[config.mk]
export PLATFORM = sky130hd
export DESIGN_NAME = imm_decode_ctrl
export DESIGN_NICKNAME = d
export VERILOG_FILES = /design/src/rtl/imm_decode_ctrl.sv
export SDC_FILE = /design/constraint.sdc
export NUM_CORES = 1
export LEC_CHECK = 0
export BUFFER_PORTS_ARGS = -buffer_cell sky130_fd_sc_hd__buf_2
export CAP_MARGIN = 5
export CORE_MARGIN = 2
export CORE_UTILIZATION = 40
export CTS_CLUSTER_SIZE = 14
export DETAILED_ROUTE_END_ITERATION = 10
export GPL_TIMING_DRIVEN = 0
export PLACE_DENSITY = 0.67
export SLEW_MARGIN = 5
export SYNTH_ARGS = -nofsm -noshare
export SYNTH_HDL_FRONTEND = slang
export SYNTH_SLANG_ARGS = --single-unit
[constraint.sdc]
create_clock -name Clock -period 1.5 [get_ports Clock]
set_input_delay 0.15 -clock Clock [delete_from_list [all_inputs] [get_ports Clock]]
set_output_delay 0.15 -clock Clock [all_outputs]
set_load 0.05 [all_outputs]
[src/rtl/imm_decode_ctrl.sv]
// rtl/imm_decode_ctrl.sv - decode-stage immediate controller with two-entry skid buffer
//
// Accepts fetched instructions on a valid/ready handshake, decodes the opcode
// into Extender controls at push time and holds up to two decoded entries in
// FIFO order. The head entry drives the Extender and EX operand mux.
//
// Ports:
//   Clock, Reset_n             clock, asynchronous active-low reset
//   InstrIn, InValid, InReady  fetch side handshake (InReady depends on state only)
//   Flush                      synchronous flush, empties the buffer
//   OutValid, OutReady         EX side handshake for the head entry
//   Imm, SignExtImm, LuiSel,
//   ImmUsed, Illegal           decoded head entry fields
//   IllegalCount               saturating count of accepted illegal opcodes

module imm_decode_ctrl #(
    parameter int CNT_W = 8
) (
    input  logic             Clock,
    input  logic             Reset_n,
    input  logic [31:0]      InstrIn,
    input  logic             InValid,
    output logic             InReady,
    input  logic             Flush,
    output logic             OutValid,
    input  logic             OutReady,
    output logic [15:0]      Imm,
    output logic             SignExtImm,
    output logic             LuiSel,
    output logic             ImmUsed,
    output logic             Illegal,
    output logic [CNT_W-1:0] IllegalCount
);

    typedef enum logic [1:0] {
        EMPTY = 2'd0,
        ONE   = 2'd1,
        TWO   = 2'd2
    } state_t;

    typedef struct packed {
        logic [15:0] imm;
        logic        sign;
        logic        lui;
        logic        used;
        logic        ill;
    } entry_t;

    state_t state, stateNext;
    entry_t headEntry, tailEntry, newEntry;
    logic   push, pop;

    // Only the opcode and immediate field matter to this stage.
    logic unusedBits;
    assign unusedBits = ^InstrIn[25:16];

    assign InReady  = (state != TWO);
    assign OutValid = (state != EMPTY);
    assign push     = InValid & InReady;
    assign pop      = OutValid & OutReady;

    assign Imm        = headEntry.imm;
    assign SignExtImm = headEntry.sign;
    assign LuiSel     = headEntry.lui;
    assign ImmUsed    = headEntry.used;
    assign Illegal    = headEntry.ill;

    always_comb begin
        newEntry      = '0;
        newEntry.imm  = InstrIn[15:0];
        case (InstrIn[31:26])
            6'b000000: ;
            6'b000100, 6'b000101, 6'b001001, 6'b001010,
            6'b001011, 6'b100011, 6'b101011: begin
                newEntry.used = 1'b1;
                newEntry.sign = 1'b1;
            end
            6'b001100, 6'b001101, 6'b001110: begin
                newEntry.used = 1'b1;
            end
            6'b001111: begin
                newEntry.used = 1'b1;
                newEntry.lui  = 1'b1;
            end
            default: newEntry.ill = 1'b1;
        endcase
    end

    always_ff @(posedge Clock or negedge Reset_n) begin
        if (!Reset_n) begin
            state <= EMPTY;
        end else begin
            state <= stateNext;
        end
    end

    always_comb begin
        stateNext = state;
        if (Flush) begin
            stateNext = EMPTY;
        end else begin
            case (state)
                EMPTY:   if (push) stateNext = ONE;
                ONE: begin
                    if (push && !pop)      stateNext = TWO;
                    else if (pop && !push) stateNext = EMPTY;
                end
                TWO:     if (pop) stateNext = ONE;
                default: stateNext = EMPTY;
            endcase
        end
    end

    // The head is always slot 0; a pop in TWO shifts the tail forward, and a
    // simultaneous push/pop in ONE writes the new entry straight into the head.
    // A flush only moves the state; stale entry contents are don't-care.
    always_ff @(posedge Clock or negedge Reset_n) begin
        if (!Reset_n) begin
            headEntry <= '0;
            tailEntry <= '0;
        end else if (!Flush) begin
            case (state)
                EMPTY: if (push) headEntry <= newEntry;
                ONE: begin
                    if (push && pop) headEntry <= newEntry;
                    else if (push)   tailEntry <= newEntry;
                end
                TWO:   if (pop) headEntry <= tailEntry;
                default: ;
            endcase
        end
    end

    always_ff @(posedge Clock or negedge Reset_n) begin
        if (!Reset_n) begin
            IllegalCount <= '0;
        end else if (push && !Flush && newEntry.ill && (IllegalCount != {CNT_W{1'b1}})) begin
            IllegalCount <= IllegalCount + 1'b1;
        end
    end

endmodule

==> flow_summary.toml, run 1 <==
[final_layout]
register_area_mm2 = 0.001259
final_nets = 334
multi_input_area_mm2 = 0.001087
fill_cells = 496
diodes = 0
areaGrowthSynthToFinish_pct = 30.51
postLayoutCoreUtil = 0.5467
drive_gt1_frac = 0.4411

[yosys]
syn_inst = 224
synthTopCellsByArea = "dfrtp_1 54%, mux2_2 9.7%, nand2_1 7.0%, a31oi_1 4.9%, nor2_1 4.4%"
ys_ff_latch = 50
synth_common_cells = "50 x dfrtp_1, 43 x nand2_1, 27 x nor2_1, 20 x mux2_2, 18 x a31oi_1"
yosys.cell_count.top_type = "dfrtp_1"
syn-cell-area_mm2 = 0.002321
synth-edff-count = 0
synth_area_leader_cell = "dfrtp_1"
yosysSeqAreaShare = 0.5391
ys_types = 38
yosysWarningCount = 0
avgSynthCellArea_um2 = 10.36
synth_nets = 262
synth_flop_cell = "dfrtp_1"
async_reset_ff_frac = 1.000
synth_top_area_share = 0.5391

[global_routing]
grt_max_degree = 51
met1_usage = 0.2302
busiest_layer = "met2"
antenna_found_initial = 0
gr-usage-met2 = 0.2508
grt_pass1_vias = 1687
grt_usage = 0.1644
grtUsageMet3 = 0.05169
grt_pass1_wl_um = 8183
grt_overflow = 0

[critical_path]
cp.arrival_ps = 1700
critPathLaunchType = "register"
slowest_delay_ps = 430
r2r_cells = 5
path_delay_family = "flip-flops"
r2r_start = "state[1]"
cp.required_ps = 1690
critPathSlowestCell = "dfrtp_1"
crit_chain = "nor2b_2 -> o21bai_2 -> a21oi_2 -> buf_6 -> mux2_2"
path_max_fanout = 4
worst_setup_path_end_kind = "register"
path_buf_inv = 1
worstReg2RegEnd = "Illegal"
crit_type = "reg2reg"
worstSetupStartpoint = "state[1]"
rrSetupSlack_ps = -10

[clock_tree]
clock_latency_ps = 310
cts.path.max_buffers = 2
h-tree-depth = 2
ctsHoldBuffers = 0
path_clk_slew_ps = 100
clock_sinks = 50
cts_buffers = 5
root_buffer = "clkbuf_8"
cts_tree = "built"

[timing]
relSlewSlack = 0.2604
rsz0062_at_grt = "true"
whs_ps = 45.05
setup_viol = 2
layout_setup_ws_ps = -14.72
slew_viol_final = 0
finalCritPeriodShare = 1.010
worst_slew_pin_slew_ps = 1109
hold_viol_final = 0
fmax_ghz = 0.6602
clock_skew_ps = 14.76
period_minus_slack_ps = 1515

[placed_design]
gp_congestion = 0.7833
place_hpwl_um = 3425
port_buffers = 55

[outcome]
violations = "negative setup slack"
status = "finished, violations left"

[pwr]
power.density_mw_per_mm2 = 1447
p_leak_nw = 1.406
p_sw_frac = 0.3786
p_seq_frac = 0.432
cellInternalPower_mw = 2.723
power.switching_mw = 1.659
ir_worst_vdd_v = 0.0007276
pwr-share-clk = 0.230
combPwrFrac = 0.338

[floorplanning]
dieHeight_um = 80.18
start_util = 0.4189
rows = 27
core_mm2 = 0.005540
io_pins = 67
floorplan.die_area_mm2 = 0.006428
chipWidth_um = 80.18

[route]
drcViolationCount = 0
firstDrtPassIters = 4
viasPerCell = 5.060
drt_iter0_markers = 117
postRouteAntennaNets = 0
wl_per_cell_um = 13.77
vias = 1867
drt-total-wl_um = 5080

[min_path]
hp-class = "in2async"

[run]
maxCapViolations = 0
cell type report:
class                           count  share of cell area
Buffer                             11             0.03098
Clock buffer                        6             0.02726
Clock inverter                      2             0.01280
Inverter                            1            0.001239
Multi-Input combinational cell    162              0.3589
Sequential cell                    50              0.4155
Tap cell                           72             0.02974
Timing Repair Buffer               65              0.1235
how the worst max path moves through the flow:
| stage | end | slack, ps | cells past startpoint |
|---|---|---|---|
| 2_1_floorplan | IllegalCount[1] | -110 | 6 |
| 3_3_place_gp | Illegal | -180 | 5 |
| 3_5_place_dp | Illegal | -180 | 5 |
| 4_1_cts | tailEntry[15] | -20 | 5 |
| 5_1_grt | Imm[9] | -90 | 7 |
| 6_report | Illegal | -10 | 5 |
logic make-up (layout without fill, tap and decap cells):
family                     count (synthesis)  in the layout  synth area share
adders and majority gates                  1              1          0.005390
xor gates and xnor gates                   6              6           0.02264
muxes                                     21             21            0.1035
DFF                                       50             50            0.5391
buffers and inverters                     12             85           0.02749
AOI/OAI and AO/OA                         37             37            0.1078
and+or+nand+nor                           97             97            0.1941
repair_timing:
| item | CTS | global route |
|---|---|---|
| hold endpoints to repair | 0 | 0 |
| pin swaps | 2 | 1 |
| setup buffers | 7 | 3 |
| resized for setup | 18 | 14 |
| cloned | 0 | 0 |
| endpoints found under the setup margin | 30 | 44 |
flip-flops by register name (all words and copies together) (netlist names):
register and cells:
ImmUsed 1, SignExtImm 1, Illegal 1, LuiSel 1, tailEntry 20, state 2, IllegalCount 8, Imm 16
routing by layer:
layer | vias to the layer above | wire (um)
li1 | 921 | -
met1 | 887 | 2274
met2 | 55 | 2413
met3 | 4 | 365
met4 | 0 | 27
met5 | - | 0
cells in the final DEF (no fill, tap or decap), types with 2 or more instances in the layout:
master,netlist,final
buf_2,6,54
dfrtp_1,50,44
nand2_1,43,42
nor2_1,27,27
mux2_2,20,20
a31oi_1,18,18
buf_4,1,11
a21oi_1,8,7
dfrtp_2,0,6
xor2_1,6,6
clkbuf_8,0,6
buf_6,1,5
buf_8,0,3
nor3_1,4,3
nand3_2,0,2
nand3b_1,2,2
a311oi_1,2,2
a21o_1,2,2
o21ai_0,2,2
and3_1,3,2
nand3_1,4,2
clkbuf_2,0,2
nor3b_2,1,2
stage by stage:
stage,total power [mW],cells,setup WS [ps],cell area (um2),setup TNS [ps]
after floorplan,2.948,224,-109.5,2370,-119.4
after global placement,3.293,351,-184.0,2735,-1962
after detailed placement,3.338,351,-184.9,2735,-3038
after CTS,4.400,366,-18.74,2963,-137.6
after global routing,4.604,369,-85.70,3029,-1142
final,4.382,369,-14.72,3029,-17.16
power by group through the flow:
stage | clock (mW) | sequential, mW | combinational (mW)
global route | 1.09 | 1.93 | 1.59
floorplan | 0 | 2.49 | 0.456
finish | 1.01 | 1.89 | 1.48
global placement | 0 | 1.91 | 1.39
CTS | 1.03 | 1.89 | 1.48
detailed placement | 0 | 1.92 | 1.42
Note: power is estimated with default switching activity, not from simulation.
==> inputs of run 2 (changes only) <==
Settings changed: CORE_ASPECT_RATIO from default to 0.75, CTS_BUF_LIST from default to sky130_fd_sc_hd__clkbuf_8 sky130_fd_sc_hd__clkbuf_16, MAX_ROUTING_LAYER from default to met4.
==> run 2 against run 1 <==
- the flow still finishes with violations (negative setup slack)
- clock skew shrank 4.8 ps
- first-iteration DRC count shrank 39%
- register-to-register slack is essentially flat
- hold slack gained 4.5 ps
- worst setup slack gained 1.9 ps
- clock-buffer cell count shrank 1
- via count shrank 0.43%
- combinational power shrank 3%
- global-route usage grew 0.96 points
- maximum frequency grew 0.13%
- clock power shrank 7%
- sequential share of layout area grew 0.70 points
- critical endpoint is now IllegalCount[1]
==> flow_summary.toml, run 2 (same netlist as run 1, synthesis figures left out) <==
[final_layout]
final_nets = 331
largest_reg_flops = 20
most-common-layout-cells = "55 x buf_2, 43 x dfrtp_1, 42 x nand2_1"
drive_gt1_frac = 0.4320
final_common_cell = "buf_2"
regMostFlops = "tailEntry"
areaGrowthSynthToFinish_pct = 28.46
stdcell_count = 369
diodes = 0

[critical_path]
r2r_start = "state[1]"
worstReg2RegEnd = "IllegalCount[1]"
cp.arrival_ps = 1700
worst_setup_path_end_kind = "register"
rrSetupSlack_ps = -10
critPathLaunchType = "register"
path_max_fanout = 5
r2r_cells = 5
crit_type = "reg2reg"
cp.required_ps = 1690

[global_routing]
grt_usage = 0.1740
antenna_found_initial = 0
grt_max_degree = 51
grt_pass1_vias = 1828
grt_overflow = 0
grt_pass1_wl_um = 8728

[floorplanning]
rows = 23
start_util = 0.4245
dieHeight_um = 69.97
io_pins = 67
chipWidth_um = 91.96
floorplan.die_area_mm2 = 0.006434
core_mm2 = 0.005468

[pwr]
power.density_mw_per_mm2 = 1430
total_power_mw = 4.263
p_leak_nw = 1.386
ir_worst_vdd_v = 0.0007995

[timing]
hold_viol_final = 0
worst_slew_pin_slew_ps = 1085
slew_viol_final = 0
fmax_ghz = 0.6610
layout_setup_ws_ps = -12.82
rsz0062_at_grt = "true"
finalCritPeriodShare = 1.009
relSlewSlack = 0.2765
setup_viol = 1
clock_skew_ps = 9.945
period_minus_slack_ps = 1513

[route]
drcViolationCount = 0
vias = 1859
firstDrtPassIters = 4
viasPerCell = 5.038
wl_per_cell_um = 13.92
postRouteAntennaNets = 0
drt_iter0_markers = 71
drt-total-wl_um = 5136

[clock_tree]
path_clk_slew_ps = 90
ctsHoldBuffers = 0
cts.path.max_buffers = 2
root_buffer = "clkbuf_8"
cts_buffers = 5
h-tree-depth = 2
cts_tree = "built"
clock_latency_ps = 300
clock_sinks = 50

[placed_design]
place_inst = 354
gp_congestion = 0.7819
place_hpwl_um = 3605
port_buffers = 55

[outcome]
violations = "negative setup slack"
status = "finished, violations left"

[min_path]
hp-class = "in2async"

[run]
maxCapViolations = 0
run 2: what timing repair did:
| action | in CTS | in global routing |
|---|---|---|
| pin swaps | 2 | 4 |
| endpoints found under the setup margin | 28 | 44 |
| resized for setup | 14 | 14 |
| buffers inserted | 3 | 4 |
run 2: worst max path at each step:
stage / slack, ps / to / start
final: -10 / IllegalCount[1] / state[1]
after global routing: -80 / IllegalCount[5] / state[1]
after CTS: -20 / IllegalCount[1] / state[1]
after detailed placement: -170 / Illegal / state[1]
after global placement: -140 / Illegal / state[1]
after floorplan: -110 / IllegalCount[1] / IllegalCount[0]
run 2: layer usage:
layer | vias up | track usage | wire length (um)
met5 | - | - | 0
met4 | 0 | 0.02653 | 29
met3 | 4 | 0.05825 | 349
met2 | 51 | 0.2745 | 2351
met1 | 887 | 0.2244 | 2405
li1 | 917 | - | -
run 2: worst max-delay path, stage by stage (launching register included):
cell and delay [ps]:
dfrtp_2 460, nor2b_4 160, nor3b_4 270, nand2_4 110
nor2_4 110, mux2_4 300
run 2: area by class of cell:
cell class / instances / area (um2)
inverter: 1 / 3.754
clock inverter: 3 / 41.29
multi-input combinational: 162 / 1086
timing repair buffer: 62 / 345.3
clock buffer: 5 / 68.82
buffer: 11 / 82.58
fill: 522 / 2486
tap: 75 / 93.84
sequential: 50 / 1260
run 2: stage by stage:
| stage | area [um2] | utilization | hold slack [ps] | setup slack (ps) | TNS, ps |
|---|---|---|---|---|---|
| global route | 2982 | 0.5453 | 85.17 | -76.60 | -579.3 |
| detailed placement | 2739 | 0.5009 | 390.6 | -167.1 | -2498 |
| CTS | 2913 | 0.5327 | 82.89 | -24.28 | -31.94 |
| finish | 2982 | 0.5453 | 49.56 | -12.82 | -12.82 |
| global placement | 2739 | 0.5009 | 391.4 | -141.7 | -1769 |
| floorplan | 2370 | - | -145.6 | -109.5 | -119.4 |
run 2: report_power, final:
group / switching [mW] / total, mW / leakage (nW) / internal (mW)
logic: 0.961 / 1.43 / 0.738 / 0.467
clock network: 0.445 / 0.936 / 0.0556 / 0.491
registers: 0.224 / 1.90 / 0.592 / 1.67
